## config.mk

```make
export PLATFORM = sky130hd
export DESIGN_NAME = block_transpose_ctrl_flat
export DESIGN_NICKNAME = d
export VERILOG_FILES = /design/src/rtl/block_transpose_ctrl_if.sv /design/src/rtl/block_transpose_ctrl.sv /design/src/flat_wrapper.sv
export SDC_FILE = /design/constraint.sdc
export NUM_CORES = 1
export LEC_CHECK = 0
export ABC_AREA = 1
export BUFFER_PORTS_ARGS = -buffer_cell sky130_fd_sc_hd__buf_2
export CAP_MARGIN = 0
export CORE_MARGIN = 10
export CORE_UTILIZATION = 30
export CTS_BUF_LIST = sky130_fd_sc_hd__clkbuf_8 sky130_fd_sc_hd__clkbuf_16
export CTS_CLUSTER_DIAMETER = 150
export CTS_CLUSTER_SIZE = 25
export DETAILED_ROUTE_END_ITERATION = 16
export HOLD_SLACK_MARGIN = 0.02
export MAX_ROUTING_LAYER = met4
export SLEW_MARGIN = 20
export SYNTH_ARGS = -nofsm -noshare
export SYNTH_HDL_FRONTEND = slang
export SYNTH_SLANG_ARGS = --single-unit
```

## constraint.sdc

```tcl
create_clock -name CLK -period 1.6 [get_ports CLK]
set_input_delay 0.4 -clock CLK [delete_from_list [all_inputs] [get_ports CLK]]
set_output_delay 0.4 -clock CLK [all_outputs]
set_load 0.01 [all_outputs]
```

## src/rtl/block_transpose_ctrl_if.sv

```systemverilog
// Handshake, coefficient stream and SRAM port bundle for the IDCT block transpose buffer.
interface block_transpose_ctrl_if #(
  parameter int WIDTH = 16
);
  logic [WIDTH-1:0] in_data;
  logic             in_valid;
  logic             in_ready;
  logic             transpose;
  logic [WIDTH-1:0] out_data;
  logic             out_valid;
  logic             out_ready;
  logic             out_last;
  logic [5:0]       sram_a;
  logic [WIDTH-1:0] sram_di;
  logic             sram_en;
  logic             sram_we;
  logic [WIDTH-1:0] sram_do;

  modport slave (
    input  in_data, in_valid, transpose, out_ready, sram_do,
    output in_ready, out_data, out_valid, out_last, sram_a, sram_di, sram_en, sram_we
  );

  modport master (
    output in_data, in_valid, transpose, out_ready, sram_do,
    input  in_ready, out_data, out_valid, out_last, sram_a, sram_di, sram_en, sram_we
  );
endinterface

```

## src/rtl/block_transpose_ctrl.sv

```systemverilog
// Fills a 64-word single-port SRAM with one 8x8 block, then drains it row- or column-major.
// Read latency 1 cycle; the SRAM DO register is the output holding register, so reads wait for a free slot.
module block_transpose_ctrl #(
  parameter int WIDTH = 16
) (
  input logic                  CLK,
  input logic                  RST,
  block_transpose_ctrl_if.slave bus
);
  typedef enum logic {FILL, DRAIN} state_t;

  state_t           state, state_nx;
  logic [5:0]       wcnt;
  logic [6:0]       rcnt;
  logic             tr_q;
  logic             out_valid_q;
  logic             out_last_q;
  logic             accept;
  logic             issue;
  logic [WIDTH-1:0] di_w;
  logic [WIDTH-1:0] do_w;

  assign di_w          = bus.in_data;
  assign bus.sram_di   = di_w;
  assign do_w          = bus.sram_do;
  assign bus.out_data  = do_w;
  assign bus.out_valid = out_valid_q;
  assign bus.out_last  = out_last_q;

  // Reset gates the SRAM strobe combinationally so the array is never touched while RST is high.
  always_comb begin
    state_nx     = state;
    accept       = 1'b0;
    issue        = 1'b0;
    bus.in_ready = 1'b0;
    bus.sram_en  = 1'b0;
    bus.sram_we  = 1'b0;
    bus.sram_a   = wcnt;
    if (!RST) begin
      case (state)
        FILL: begin
          bus.in_ready = 1'b1;
          if (bus.in_valid) begin
            accept      = 1'b1;
            bus.sram_en = 1'b1;
            bus.sram_we = 1'b1;
            if (wcnt == 6'd63) state_nx = DRAIN;
          end
        end
        DRAIN: begin
          if (!out_valid_q || bus.out_ready) begin
            issue       = 1'b1;
            bus.sram_en = 1'b1;
            bus.sram_a  = tr_q ? {rcnt[2:0], rcnt[5:3]} : rcnt[5:0];
            if (rcnt == 7'd63) state_nx = FILL;
          end
        end
        default: ;
      endcase
    end
  end

  always_ff @(posedge CLK or posedge RST) begin
    if (RST) begin
      state       <= FILL;
      wcnt        <= '0;
      rcnt        <= '0;
      tr_q        <= 1'b0;
      out_valid_q <= 1'b0;
      out_last_q  <= 1'b0;
    end else begin
      state <= state_nx;
      if (accept) begin
        wcnt <= wcnt + 6'd1;
        if (wcnt == 6'd0)  tr_q <= bus.transpose;
        if (wcnt == 6'd63) rcnt <= '0;
      end
      if (issue) begin
        rcnt        <= rcnt + 7'd1;
        out_valid_q <= 1'b1;
        out_last_q  <= (rcnt == 7'd63);
      end else if (out_valid_q && bus.out_ready) begin
        out_valid_q <= 1'b0;
        out_last_q  <= 1'b0;
      end
    end
  end
endmodule

```

## src/flat_wrapper.sv

```systemverilog
// flat-port wrapper written by rule: the top's interface ports become plain ports
module block_transpose_ctrl_flat 
#(
  parameter int WIDTH = 16
)
  (CLK, RST, bus_in_data, bus_in_valid, bus_transpose, bus_out_ready, bus_sram_do, bus_in_ready, bus_out_data, bus_out_valid, bus_out_last, bus_sram_a, bus_sram_di, bus_sram_en, bus_sram_we);
  block_transpose_ctrl_if #(.WIDTH(WIDTH)) bus_i ();
  input logic CLK;
  input logic RST;
  input wire logic [$bits(bus_i.in_data)-1:0] bus_in_data;
  input wire logic [$bits(bus_i.in_valid)-1:0] bus_in_valid;
  input wire logic [$bits(bus_i.transpose)-1:0] bus_transpose;
  input wire logic [$bits(bus_i.out_ready)-1:0] bus_out_ready;
  input wire logic [$bits(bus_i.sram_do)-1:0] bus_sram_do;
  output wire logic [$bits(bus_i.in_ready)-1:0] bus_in_ready;
  output wire logic [$bits(bus_i.out_data)-1:0] bus_out_data;
  output wire logic [$bits(bus_i.out_valid)-1:0] bus_out_valid;
  output wire logic [$bits(bus_i.out_last)-1:0] bus_out_last;
  output wire logic [$bits(bus_i.sram_a)-1:0] bus_sram_a;
  output wire logic [$bits(bus_i.sram_di)-1:0] bus_sram_di;
  output wire logic [$bits(bus_i.sram_en)-1:0] bus_sram_en;
  output wire logic [$bits(bus_i.sram_we)-1:0] bus_sram_we;
  assign bus_i.in_data = bus_in_data;
  assign bus_i.in_valid = bus_in_valid;
  assign bus_i.transpose = bus_transpose;
  assign bus_i.out_ready = bus_out_ready;
  assign bus_i.sram_do = bus_sram_do;
  assign bus_in_ready = bus_i.in_ready;
  assign bus_out_data = bus_i.out_data;
  assign bus_out_valid = bus_i.out_valid;
  assign bus_out_last = bus_i.out_last;
  assign bus_sram_a = bus_i.sram_a;
  assign bus_sram_di = bus_i.sram_di;
  assign bus_sram_en = bus_i.sram_en;
  assign bus_sram_we = bus_i.sram_we;
  block_transpose_ctrl #(.WIDTH(WIDTH)) u_core (.CLK(CLK), .RST(RST), .bus(bus_i));
endmodule
```

# == After elaboration in Yosys (flattened, before gate mapping) ==
# Index checks and enable logic that the tools add are counted.
# word_totals
in_bits,37
reg_bits,17
out_inout_bits,43
# classes
eq_ne,2
n_reduce_logical,9
bitwise_logic,1
addsub,2
mux,25
# op_table
op,count
6-bit 2-to-1 mux,4
7-bit 2-to-1 mux,3
1-bit 2-to-1 mux,16
7-bit by 1-bit adder with 7-bit output (second input constant),1
7-bit by 6-bit == test with 1-bit output (second input constant),1
6-bit by 1-bit adder with 6-bit output (second input constant),1
6-bit == test (second input constant),1
6-bit zero test,1
2-bit nonzero test,3
1-bit case mux with 2 select lines,2
2-bit AND reduction,2
1-bit logical AND,1
1-bit zero test,1
1-bit logical OR,1
1-bit NOT,1

# == Longest topological paths before layout ==
# Gate-level depths: netlist of the first run.
# logic_depth
word_depth,7
mapped_depth,7
depth_no_buf,7

# == Least setup slack after synthesis of the first run ==
# OpenSTA, ideal clock, no wires.
# synth_timing
kind,input-to-output
start,in RST
end,out bus_sram_a[3]
t_required_ns,1.200
arrival_ns,1.158
stages,6
setup_slack_ns,0.042
n_path_buf,1
cell_sequence,inv_2 -> nand3_4 -> inv_4 -> buf_12 -> nand2_1 -> nand2_1
# synth_via
elab_chain_len,1
# synth_lines
element,line_no,source
from (decl),flat_wrapper.sv:9,input logic RST;
6-bit 2-to-1 mux,block_transpose_ctrl.sv:39,if (!RST) begin
to (decl),flat_wrapper.sv:19,output wire logic [$bits(bus_i.sram_a)-1:0] bus_sram_a;
# Every way passes these cells.

# == Final worst setup path of the first run ==
# layout_timing
start,reg u_core.tr_q
end,out bus_sram_a[2]
# layout_via
elab_chain_len,4
# layout_lines
element,line_no,source
from (decl),block_transpose_ctrl.sv:15,logic tr_q;
from (signal assigned),block_transpose_ctrl.sv:75,if (wcnt == 6'd0) tr_q <= bus.transpose;
6-bit 2-to-1 mux,block_transpose_ctrl.sv:54,"bus.sram_a = tr_q ? {rcnt[2:0], rcnt[5:3]} : rcnt[5:0];"
6-bit 2-to-1 mux,block_transpose_ctrl.sv:51,if (!out_valid_q || bus.out_ready) begin
6-bit 2-to-1 mux,block_transpose_ctrl.sv:40,case (state)
6-bit 2-to-1 mux,block_transpose_ctrl.sv:39,
# Every way passes these cells.

==> results of run 1 <==
## sequential cells by signal, indices dropped and copies added (netlist names)
register	flops
u_core.bus.out_last	1
u_core.tr_q	1
u_core.state	1
u_core.rcnt	7
u_core.wcnt	6
u_core.bus.out_valid	1
## worst register-to-register path: stages, from the launching register on
cell     delay (ps)
dfrtp_1         460
ha_1            240
nand3_1         140
nor2_1          160
nand2_1          70
nand2_1          50
nand2_1          50
## synth_stat cells (2+ instances only)
master / instances
o21ai_0: 10
nor2_1: 7
nand3_2: 5
nand2_2: 3
buf_4: 32
xor2_1: 4
nor2_4: 2
nand2_1: 51
inv_1: 11
o21bai_1: 2
ha_1: 3
dfrtp_1: 17
nand3_1: 16
## where the power goes
part	total [mW]	switching (mW)	internal (mW)	leakage (nW)
Sequential	0.670	0.139	0.531	0.222
Combinational	0.637	0.340	0.297	0.476
Clock	0.338	0.164	0.174	0.0255
## metrics by stage
step           power, mW  hold WS, ps  setup WS, ps
5_1_grt             1.76          230          -169
2_1_floorplan       1.10          253          42.4
3_3_place_gp        1.20          492         -10.7
6_report            1.64          198         -85.7
3_5_place_dp        1.21          493          4.32
4_1_cts             1.59          216         -82.3
## worst paths after layout
kind	from	to	slack, ps	depth (start not counted)
max	u_core.tr_q	bus_sram_a[2]	-90	6
min	RST	u_core.bus.out_last	200	3
max reg2reg	u_core.rcnt[1]	u_core.state	300	6
min reg2reg	u_core.bus.out_last	u_core.bus.out_last	500	2
max in group asynchronous	RST	u_core.tr_q	1190	3
min in group CLK	bus_transpose	u_core.tr_q	400	3
## area by class of cell
type,count,area (um^2),area share (%)
Multi-Input combinational cell,110,604,42.3
Tap cell,52,65.1,4.55
Timing Repair Buffer,34,231,16.2
Inverter,13,53.8,3.77
Clock buffer,3,41.3,2.89
Clock inverter,1,5.00,0.350
Sequential cell,17,428,29.9
## cells by family (layout without fill, tap and decap cells)
group / after synthesis / count (layout) / share of synthesized area [%]
AO/OA/AOI/OAI: 13 / 13 / 5.51
XOR/XNOR: 4 / 4 / 2.61
adder cells (fa/ha/maj): 3 / 3 / 2.80
buffers and inverters: 48 / 51 / 24.5
flip-flops: 17 / 17 / 31.7
AND/OR/NAND/NOR: 90 / 90 / 32.9
## per-layer routing
| layer | vias to the layer above | part of all wire [%] | global-route usage, % |
|---|---|---|---|
| met5 | - | 0 | - |
| met4 | 0 | 1.8 | 3.68 |
| met3 | 15 | 7.7 | 2.81 |
| met2 | 28 | 47 | 12.1 |
| met1 | 498 | 44 | 8.87 |
| li1 | 524 | - | - |
## what timing repair did
item                                    in CTS  in global routing
setup buffers                                6                  4
hold buffers                                 0                  0
pin swaps                                    5                  2
gates resized for setup                     10                 11
endpoints found under the setup margin       8                  7
hold endpoints to repair                     0                  0
==> impl_summary.log, run 1 <==
INFO  metric outcome = complete, but fails checks
INFO  metric failed_checks = setup timing
INFO  metric synth_enable_flop_cells = 0
INFO  metric critical-path-max-stage-delay = 450 ps
INFO  metric cts_buffers = 3
INFO  metric worstSkewPairLatency = roughly 260 ps
INFO  metric number_of_antenna_violations_at_the_first_check_in_global_routing = 0
INFO  metric clk_transition_reported_paths = ~70 ps
INFO  metric post_layout_nonfiller_instances = 230
INFO  metric crit_type = reg -> out
INFO  metric tritoncts = done
INFO  metric dpl.cell_count = 216
INFO  metric post_synth_num_cell_types = 25
INFO  metric period_minus_slack = about 1700 ps
INFO  metric final_routed_wirelength = 2.85 mm
INFO  metric synth.net_count = 215
INFO  metric floorplan_die_area = between 7000 and 8000 um^2
INFO  metric num_vias = about 1100
INFO  metric post_synthesis_area_per_instance = 7.66 um^2
INFO  metric remaining_drc_errors = 0
INFO  metric max_slew.worst_pin.slew = 239 ps
INFO  metric p_per_area = 1150 nW/um^2
INFO  metric most_common_cell_after_layout_fill_and_taps_aside = nand2_1
INFO  metric first_iter_violations = 41
INFO  metric finalHoldViolCount = 0
INFO  metric power.ir.vdd_worst = 0.000554 V
INFO  metric synth.top_cells.by_area = dfrtp_1, buf_4, nand2_1
INFO  metric final_min_period_over_clock_period = 105%
INFO  metric fp.dieW = 86.8 um
INFO  metric floorplan.initialDensity = 30.8%
INFO  metric grt-ovfl-total = 0
INFO  metric start_kind = flop
INFO  metric synth.ff_latch_count = 17
INFO  metric drt-vias-per-instance = 4.63
INFO  metric dp.final_hpwl = 2.19 mm
INFO  metric critPathSlowestCell = dfrtp_2
INFO  metric endpoint_kind = output pin
INFO  metric globalRouteTotalUtil = 7.87%
INFO  metric critical_path_arrival = 1290 ps
INFO  metric cts_htree_levels = 1
INFO  metric io_buffer_count = 15
INFO  metric synth_sequential_area_ratio = 31.7%
INFO  metric final_cell_mix = nand2_1, buf_4, nand3_1, dfrtp_1, buf_2
INFO  metric synth.cell_area = 1340 um^2
INFO  metric layout.cell_area.non_filler = between 1000 and 1500 um^2
INFO  metric antenna_diode_count = 0
INFO  metric drtAntennaViolNets = 0
INFO  metric async_reset_ff_share = 100%
INFO  metric max-cap-violations = 0
INFO  metric place_congestion = ~0.80
INFO  metric cts_root_buf = clkbuf_8
INFO  metric drtPass1Iterations = 4
INFO  metric fillCellCount = 446
INFO  metric slew_headroom = approximately 84%
INFO  metric placeableCoreArea = 4350 um^2
INFO  metric synth_largest_type_area_fraction = 31.7%
INFO  metric final_core_util = around 33%
INFO  metric setup_tns = -369 ps
INFO  metric fin_ws = -85.7 ps
INFO  metric dpl-instance-area = 1270 um^2
INFO  metric die_height = 86.8 um
INFO  metric nNetsFinal = between 200 and 250
INFO  metric timing.critical_path.required = 1200 ps
INFO  metric clock_sinks = 17
INFO  metric wire_per_inst = 12.4 um
INFO  metric worstHoldPathType = in -> async
INFO  metric slew_viol_final = 0
INFO  metric io-pin-count = 80
INFO  metric worst_path_bufs_invs = 2
INFO  metric synth_warnings = 0
INFO  metric final.setup_skew = between 0.7 and 0.8 ps
INFO  metric synth_top_cell_by_area = dfrtp_1
INFO  metric cp_cell_sequence = buf_4 > nand2_1 > o21ai_0 > nand2_2 > o21ai_2 > buf_2
INFO  metric grt_pass1_vias = 1056
INFO  metric maximum_root_to_sink_buffer_count = 2
INFO  metric power.static_leakage = 0.724 nW
INFO  metric setup_viol_count_final = 7
INFO  metric critical-path-top-delay-family = flip-flops
INFO  metric fmaxAchievable = 593 MHz
INFO  metric syn_inst = approximately 180
INFO  metric grt_pass1_wl = 4.77 mm
INFO  metric grt_setup_unrepaired = true
INFO  metric drive_above_1_share = 35.4%
INFO  metric synthFlopType = dfrtp_1
INFO  metric grt_max_degree = 19
INFO  metric floorplan.rows = 24
INFO  metric path_max_fanout = 7
INFO  metric syn_to_final_growth = 6.63%
(Power assumes the default switching activity.)
==> inputs of run 2 (changes only) <==
--- a/config.mk
+++ b/config.mk
@@ -5,7 +5,6 @@
 export SDC_FILE = /design/constraint.sdc
 export NUM_CORES = 1
 export LEC_CHECK = 0
-export ABC_AREA = 1
 export BUFFER_PORTS_ARGS = -buffer_cell sky130_fd_sc_hd__buf_2
 export CAP_MARGIN = 0
 export CORE_MARGIN = 10
==> run 2 against run 1 <==
  * Largest power group is now combinational logic
  * Highest routed layer unchanged
  * Non-clock buffer count is 9 higher
  * The flow still finishes with violations (setup timing)
  * Cell count shrank 13%
  * Sequential cell count unchanged
  * Largest cell class unchanged
==> impl_summary.log, run 2 <==
INFO  metric use_met3 = 2.25% (was 2.81%)
INFO  metric max-cap-violations = 0 (unchanged)
INFO  metric critPathSlowestCell = dfrtp_1 (was dfrtp_2)
INFO  metric syn_inst = 138 (was 175)
INFO  metric grt_max_degree = 18 (was 19)
INFO  metric place_congestion = 0.780 (was 0.800)
INFO  metric io_buffer_count = 15 (unchanged)
INFO  metric grt_pass1_wl = 4.64 mm (was 4.77 mm)
INFO  metric path_max_fanout = 8 (was 7)
INFO  metric num_vias = 966 (was 1065)
INFO  metric timing.critical_path.required = 1200 ps (about the same)
INFO  metric final_cell_mix = buf_4, dfrtp_1, nand3_1, buf_6, nand2_4 (was nand2_1, buf_4, nand3_1, dfrtp_1, buf_2)
INFO  metric drive_above_1_share = 48.3% (was 35.4%)
INFO  metric cts_root_buf = clkbuf_8 (unchanged)
INFO  metric synth.net_count = 178 (was 215)
INFO  metric endpoint_kind = output pin (unchanged)
INFO  metric dp.final_hpwl = 2.08 mm (was 2.19 mm)
INFO  metric synth_sequential_area_ratio = 35.2% (was 31.7%)
INFO  metric nNetsFinal = 190 (was 219)
INFO  metric critical_path_arrival = 1440 ps (was 1290 ps)
INFO  metric placeableCoreArea = 3940 um^2 (was 4350 um^2)
INFO  metric floorplan_die_area = 6970 um^2 (was 7540 um^2)
INFO  metric worstHoldPathType = in -> async (unchanged)
INFO  metric floorplan.rows = 23 (was 24)
INFO  metric max_slew.worst_pin.slew = 366 ps (was 239 ps)
INFO  metric drt-vias-per-instance = 4.85 (was 4.63)
INFO  metric synthFlopType = dfrtp_1 (unchanged)
INFO  metric dpl-instance-area = 1350 um^2 (was 1270 um^2)
INFO  metric grt-ovfl-total = 0 (unchanged)
INFO  metric crit_type = reg -> out (unchanged)
INFO  metric cell_internal_power_dissipation = 1.20 mW (was 1.00 mW)
INFO  metric p_per_area = 1170 nW/um^2 (was 1150 nW/um^2)
INFO  metric critical-path-top-delay-family = simple AND/OR/NAND/NOR gates (was flip-flops)
INFO  metric regMostFlops = u_core.rcnt (unchanged)
INFO  metric switching_share = 35.0% (was 39.1%)
INFO  metric synth.top_cells.by_area = dfrtp_1, buf_4, mux2i_1 (was dfrtp_1, buf_4, nand2_1)
INFO  metric grt-busiest-layer = met2 (unchanged)
INFO  metric final.setup_skew = 4.57 ps (was 0.708 ps)
INFO  metric synth_warnings = 0 (unchanged)
INFO  metric largest_register_ffs = 7 (unchanged)
INFO  metric cts_htree_levels = 1 (unchanged)
INFO  metric first_iter_violations = 93 (was 41)
INFO  metric antenna_diode_count = 0 (unchanged)
INFO  metric worstSkewPairLatency = 260 ps (about the same)
INFO  metric grt_setup_unrepaired = true (unchanged)
INFO  metric synth.cell_area = 1210 um^2 (was 1340 um^2)
INFO  metric tritoncts = done (unchanged)
INFO  metric wire_per_inst = 14.2 um (was 12.4 um)
INFO  metric maximum_root_to_sink_buffer_count = 2 (unchanged)
INFO  metric start_kind = flop (unchanged)
INFO  metric area.sequential = 425 um^2 (was 428 um^2)
INFO  metric hold_ws = 311 ps (was 198 ps)
INFO  metric fmaxAchievable = 544 MHz (was 593 MHz)
INFO  metric clock_sinks = 17 (unchanged)
INFO  metric p_switching = 0.648 mW (was 0.643 mW)
INFO  metric fillCellCount = 375 (was 446)
INFO  metric dpl.cell_count = 188 (was 216)
INFO  metric worst_path_bufs_invs = 2 (unchanged)
INFO  metric layout.cell_area.non_filler = 1580 um^2 (was 1430 um^2)
INFO  metric syn_to_final_growth = 30.8% (was 6.63%)
INFO  metric power.ir.vdd_worst = 0.000793 V (was 0.000554 V)
INFO  metric most_common_cell_after_layout_fill_and_taps_aside = buf_4 (was nand2_1)
INFO  metric synth_enable_flop_cells = 0 (unchanged)
INFO  metric fp.dieW = 83.5 um (was 86.8 um)
INFO  metric power.static_leakage = 0.749 nW (was 0.724 nW)
INFO  metric drtAntennaViolNets = 0 (unchanged)
INFO  metric critical-path-max-stage-delay = 370 ps (was 450 ps)
INFO  metric synth_top_cells_by_count = buf_4, dfrtp_1, nand2_1, nand3_1, o21ai_0 (was nand2_1, buf_4, dfrtp_1, nand3_1, inv_1)
INFO  metric globalRouteMet2Util = 11.9% (was 12.1%)
INFO  metric comb_power_share = 49.1% (was 38.7%)
INFO  metric failed_checks = setup timing (unchanged)
INFO  metric cts_buffers = 3 (unchanged)
INFO  metric io-pin-count = 80 (unchanged)
INFO  metric clockPowerShare = 17.3% (was 20.5%)
INFO  metric period_minus_slack = 1840 ps (was 1690 ps)
INFO  metric number_of_antenna_violations_at_the_first_check_in_global_routing = 0 (unchanged)
INFO  metric setup_viol_count_final = 11 (was 7)
INFO  metric floorplan.initialDensity = 30.7% (was 30.8%)
INFO  metric remaining_drc_errors = 0 (unchanged)
INFO  metric post_synth_num_cell_types = 34 (was 25)
INFO  metric post_synthesis_area_per_instance = 8.76 um^2 (was 7.66 um^2)
INFO  metric synth.ff_latch_count = 17 (unchanged)
INFO  metric finalHoldViolCount = 0 (unchanged)
INFO  metric layout_top_registers = u_core.rcnt: 7 flops, u_core.wcnt: 6 flops (unchanged)
INFO  metric synth_top_cell_by_area = dfrtp_1 (unchanged)
INFO  metric slew_viol_final = 0 (unchanged)
INFO  metric final_routed_wirelength = 2.83 mm (was 2.85 mm)
INFO  metric met1_usage = 9.61% (was 8.87%)
INFO  metric post_layout_nonfiller_instances = 199 (was 230)
INFO  metric synth_most_common_cell = buf_4 (was nand2_1)
INFO  metric die_height = 83.5 um (was 86.8 um)
INFO  metric synth_largest_type_area_fraction = 35.2% (was 31.7%)
INFO  metric globalRouteTotalUtil = 8.07% (was 7.87%)
INFO  metric fin_ws = -239 ps (was -85.7 ps)
INFO  metric drtPass1Iterations = 4 (unchanged)
INFO  metric slew_headroom = 75.5% (was 84.1%)
INFO  metric multi_input_area = 658 um^2 (was 604 um^2)
INFO  metric proportion_of_power_drawn_by_flip_flops_and_latches = 33.6% (was 40.8%)
INFO  metric grt_pass1_vias = 990 (was 1056)
INFO  metric cp_cell_sequence = nor2b_4 > or2_4 > buf_12 > nand2_4 > o21ai_4 > buf_6 (was buf_4 > nand2_1 > o21ai_0 > nand2_2 > o21ai_2 > buf_2)
INFO  metric final_min_period_over_clock_period = 115% (was 105%)
INFO  metric outcome = complete, but fails checks (unchanged)
INFO  metric clk_transition_reported_paths = 70 ps (about the same)
INFO  metric cts_hold_buf = 0 (unchanged)
INFO  metric async_reset_ff_share = 100% (unchanged)
## run 2: power groups by stage
stage | Clock (mW) | Combinational [mW] | Sequential, mW
3_5_place_dp | 0 | 0.744 | 0.624
5_1_grt | 0.357 | 0.987 | 0.636
2_1_floorplan | 0 | 0.514 | 0.629
4_1_cts | 0.327 | 0.922 | 0.621
3_3_place_gp | 0 | 0.731 | 0.621
6_report | 0.321 | 0.909 | 0.622
## run 2: worst reg2reg max path: cells and delay by family, from the launching register on
family        cells  cell delay [ps]
buf+inv           3              420
mux               1              350
flops             1              410
simple gates      3              390
## run 2: final timing paths
kind / end / from / slack [ps] / cells after the start
min in group CLK: u_core.tr_q / bus_transpose / 380 / 2
setup reg to reg: u_core.tr_q / u_core.state / -90 / 7
hold reg to reg: u_core.bus.out_last / u_core.bus.out_last / 520 / 1
max in group asynchronous: u_core.rcnt[2] / RST / 1100 / 4
setup / recovery: bus_sram_a[4] / u_core.bus.out_valid / -240 / 6
hold / removal: u_core.state / RST / 310 / 4
## run 2: area by class of cell
type,count,share of cell area (%)
repair buffers,43,23.7
multi-input cells,81,41.6
flip-flops and latches,17,26.9
well taps,50,3.96
clock inverters,1,0.237
clock buffers,3,2.61
inverters,4,1.03
## run 2: logic make-up after synthesis
kind of cell | after synthesis | synth area share, %
compound gates | 15 | 6.94
xor+xnor | 5 | 3.62
fa+ha+maj | 3 | 3.11
buf+inv | 40 | 22.8
flops | 17 | 35.2
mux | 7 | 5.90
simple gates | 51 | 22.5
## run 2: through the flow
| step | setup TNS (ps) | util [%] | worst slack, ps | power, mW |
|---|---|---|---|---|
| CTS | -1600 | 38.9 | -243 | 1.87 |
| global route | -2550 | 40.1 | -283 | 1.98 |
| global placement | -1260 | 34.1 | -141 | 1.35 |
| finish | -1950 | 40.1 | -239 | 1.85 |
| detailed placement | -1510 | 34.1 | -154 | 1.37 |
| floorplan | -3.06 | - | -3.06 | 1.14 |
## run 2: per-layer routing
layer	vias up	wire length, um	part of all wire, %
li1	455	-	-
met1	462	1250	44
met2	37	1340	47
met3	12	165	5.8
met4	0	78	2.8
met5	-	0	0
## run 2: timing repair
| action | CTS | global route |
|---|---|---|
| setup endpoints to repair | 10 | 16 |
| cloned | 1 | 0 |
| hold endpoints to repair | 0 | 0 |
| resized for setup | 19 | 6 |
| pin swaps | 8 | 6 |
| buffers inserted | 4 | 3 |
==> inputs of run 3 (changes only) <==
--- a/config.mk
+++ b/config.mk
@@ -6,15 +6,18 @@
 export NUM_CORES = 1
 export LEC_CHECK = 0
 export BUFFER_PORTS_ARGS = -buffer_cell sky130_fd_sc_hd__buf_2
-export CAP_MARGIN = 0
+export CAP_MARGIN = 15
+export CELL_PAD_IN_SITES_DETAIL_PLACEMENT = 0
+export CELL_PAD_IN_SITES_GLOBAL_PLACEMENT = 1
 export CORE_MARGIN = 10
-export CORE_UTILIZATION = 30
+export CORE_UTILIZATION = 29
 export CTS_BUF_LIST = sky130_fd_sc_hd__clkbuf_8 sky130_fd_sc_hd__clkbuf_16
 export CTS_CLUSTER_DIAMETER = 150
 export CTS_CLUSTER_SIZE = 25
 export DETAILED_ROUTE_END_ITERATION = 16
 export HOLD_SLACK_MARGIN = 0.02
 export MAX_ROUTING_LAYER = met4
+export PLACE_DENSITY_LB_ADDON = 0.1
 export SLEW_MARGIN = 20
 export SYNTH_ARGS = -nofsm -noshare
 export SYNTH_HDL_FRONTEND = slang
==> run 3 against run 2 <==
  * The run still ends with setup timing left
  * Utilization increased by 0.48 points
  * Largest cell class unchanged
  * Clock skew is 2.0 ps higher
  * Cell count up 1.0%
  * Hold slack got worse by 16 ps
  * Critical endpoint is now bus_sram_a[0]
  * Routed wire length rose by 9.4%
  * First-iteration DRC count shrank 54%
  * Non-clock buffer count increased by 2
==> impl_summary.log, run 3 (synthesized netlist as in run 2, its figures left out) <==
INFO  metric outcome = complete, but fails checks (unchanged)
INFO  metric endpoint_kind = output pin (unchanged)
INFO  metric io_buffer_count = 15 (unchanged)
INFO  metric dpl-instance-area = 1340 um^2 (was 1350 um^2)
INFO  metric floorplan.initialDensity = 30.0% (was 30.7%)
INFO  metric switching_share = 35.5% (was 35.0%)
INFO  metric wire_per_inst = 15.4 um (was 14.2 um)
INFO  metric path_max_fanout = 7 (was 8)
INFO  metric proportion_of_power_drawn_by_flip_flops_and_latches = 31.2% (was 33.6%)
INFO  metric nNetsFinal = 192 (was 190)
INFO  metric final_min_period_over_clock_period = 114% (was 115%)
INFO  metric worstHoldPathType = in -> async (unchanged)
INFO  metric power.ir.vdd_worst = 0.000493 V (was 0.000793 V)
INFO  metric die_height = 84.6 um (was 83.5 um)
INFO  metric placeableCoreArea = 4030 um^2 (was 3940 um^2)
INFO  metric start_kind = flop (unchanged)
INFO  metric drtPass1Iterations = 2 (was 4)
INFO  metric layout_top_registers = u_core.rcnt: 7 flops, u_core.wcnt: 6 flops (unchanged)
INFO  metric failed_checks = setup timing (unchanged)
INFO  metric setup_viol_count_final = 10 (was 11)
INFO  metric tritoncts = done (unchanged)
INFO  metric crit_type = reg -> out (unchanged)
INFO  metric largest_register_ffs = 7 (unchanged)
INFO  metric dp.final_hpwl = 2.30 mm (was 2.08 mm)
INFO  metric area.sequential = 425 um^2 (unchanged)
INFO  metric timing.critical_path.required = 1200 ps (about the same)
INFO  metric floorplan.rows = 23 (unchanged)
INFO  metric drt-vias-per-instance = 4.72 (was 4.85)
INFO  metric first_iter_violations = 43 (was 93)
INFO  metric fp.dieW = 84.6 um (was 83.5 um)
INFO  metric p_per_area = 1180 nW/um^2 (was 1170 nW/um^2)
INFO  metric floorplan_die_area = 7150 um^2 (was 6970 um^2)
INFO  metric power.static_leakage = 0.759 nW (was 0.749 nW)
INFO  metric clockPowerShare = 17.4% (was 17.3%)
INFO  metric num_vias = 949 (was 966)
INFO  metric fin_ws = -231 ps (was -239 ps)
INFO  metric antenna_diode_count = 0 (unchanged)
INFO  metric clock_sinks = 17 (unchanged)
INFO  metric final.setup_skew = 6.61 ps (was 4.57 ps)
INFO  metric grt-ovfl-total = 0 (unchanged)
INFO  metric io-pin-count = 80 (unchanged)
INFO  metric drive_above_1_share = 51.0% (was 48.3%)
INFO  metric syn_to_final_growth = 35.3% (was 30.8%)
INFO  metric finalHoldViolCount = 0 (unchanged)
INFO  metric cts_root_buf = clkbuf_8 (unchanged)
INFO  metric p_switching = 0.684 mW (was 0.648 mW)
INFO  metric max_slew.worst_pin.slew = 348 ps (was 366 ps)
INFO  metric maximum_root_to_sink_buffer_count = 2 (unchanged)
INFO  metric total_power = 1.93 mW (was 1.85 mW)
INFO  metric max-cap-violations = 0 (unchanged)
INFO  metric grt_setup_unrepaired = true (unchanged)
INFO  metric grt_pass1_vias = 1027 (was 990)
INFO  metric grt_pass1_wl = 5.13 mm (was 4.64 mm)
INFO  metric final_cell_mix = buf_4, dfrtp_1, nand3_1, buf_6, nand2_4 (unchanged)
INFO  metric fillCellCount = 419 (was 375)
INFO  metric critical_path_arrival = 1430 ps (was 1440 ps)
INFO  metric place_congestion = 0.789 (was 0.780)
INFO  metric grt_max_degree = 18 (unchanged)
INFO  metric globalRouteTotalUtil = 8.87% (was 8.07%)
INFO  metric comb_power_share = 51.4% (was 49.1%)
INFO  metric clk_transition_reported_paths = 80 ps (was 70 ps)
INFO  metric cts_htree_levels = 1 (unchanged)
INFO  metric slew_viol_final = 0 (unchanged)
INFO  metric cell_internal_power_dissipation = 1.24 mW (was 1.20 mW)
INFO  metric multi_input_area = 681 um^2 (was 658 um^2)
INFO  metric drtAntennaViolNets = 0 (unchanged)
INFO  metric cts_buffers = 3 (unchanged)
INFO  metric number_of_antenna_violations_at_the_first_check_in_global_routing = 0 (unchanged)
INFO  metric period_minus_slack = 1830 ps (was 1840 ps)
INFO  metric remaining_drc_errors = 0 (unchanged)
INFO  metric final_routed_wirelength = 3.10 mm (was 2.83 mm)
INFO  metric regMostFlops = u_core.rcnt (unchanged)
INFO  metric fmaxAchievable = 546 MHz (was 544 MHz)
INFO  metric slew_headroom = 76.8% (was 75.5%)
INFO  metric layout.cell_area.non_filler = 1640 um^2 (was 1580 um^2)
INFO  metric most_common_cell_after_layout_fill_and_taps_aside = buf_4 (unchanged)
INFO  metric worstSkewPairLatency = 260 ps (about the same)
run 3: what timing repair did:
item | 4_1_cts | 5_1_grt
gates resized for setup | 21 | 13
gates cloned | 1 | 0
hold buffers | 0 | 0
endpoints found under the setup margin | 10 | 18
pin swaps | 9 | 7
setup buffers | 3 | 6
run 3: path summary, 6_finish.rpt:
kind | start | to | slack (ps) | cells after the start
worst max-delay path | u_core.bus.out_valid | bus_sram_a[0] | -230 | 6
worst min-delay path | RST | u_core.state | 290 | 4
worst max register to register | u_core.wcnt[1] | u_core.tr_q | -60 | 5
worst min register to register | u_core.bus.out_last | u_core.bus.out_last | 520 | 1
max in group asynchronous | RST | u_core.wcnt[2] | 1100 | 4
min in group CLK | bus_transpose | u_core.tr_q | 380 | 2
run 3: metal layers:
metal	GRT usage, %	routed length, um	vias to the layer above
met1	9.64	1360	437
met5	-	0	-
met4	7.63	175	0
li1	-	-	457
met3	1.84	206	28
met2	13.5	1360	27
run 3: per-stage QoR:
step	TNS [ps]	hold slack (ps)	utilization, %	instances	setup WS [ps]
after floorplan	-3.06	326	-	138	-3.06
after CTS	-1620	311	38.1	195	-242
after detailed placement	-1570	494	33.2	187	-142
after global routing	-2400	336	40.6	201	-284
after global placement	-1490	488	33.2	187	-136
final	-1600	295	40.6	201	-231
run 3: area by class of cell:
class / count / area share, %
inverters: 4 / 1.22
multi-input cells: 81 / 41.6
flip-flops and latches: 17 / 26.0
clock inverters: 1 / 0.306
repair buffers: 45 / 24.5
clock buffers: 3 / 2.52
well taps: 50 / 3.83
run 3: power by group through the flow:
stage | logic, mW | registers, mW | clock network (mW)
floorplan | 0.514 | 0.629 | 0
global placement | 0.780 | 0.608 | 0
detailed placement | 0.790 | 0.607 | 0
CTS | 0.982 | 0.598 | 0.345
global route | 1.08 | 0.616 | 0.370
finish | 0.991 | 0.602 | 0.335
run 3: worst max-delay path, cell delays in order (launching register included):
cell and delay, ps:
dfrtp_1 380, nor2b_4 130, or2_4 260, buf_12 160, nand2_4 70, o21ai_4 50
buf_6 120
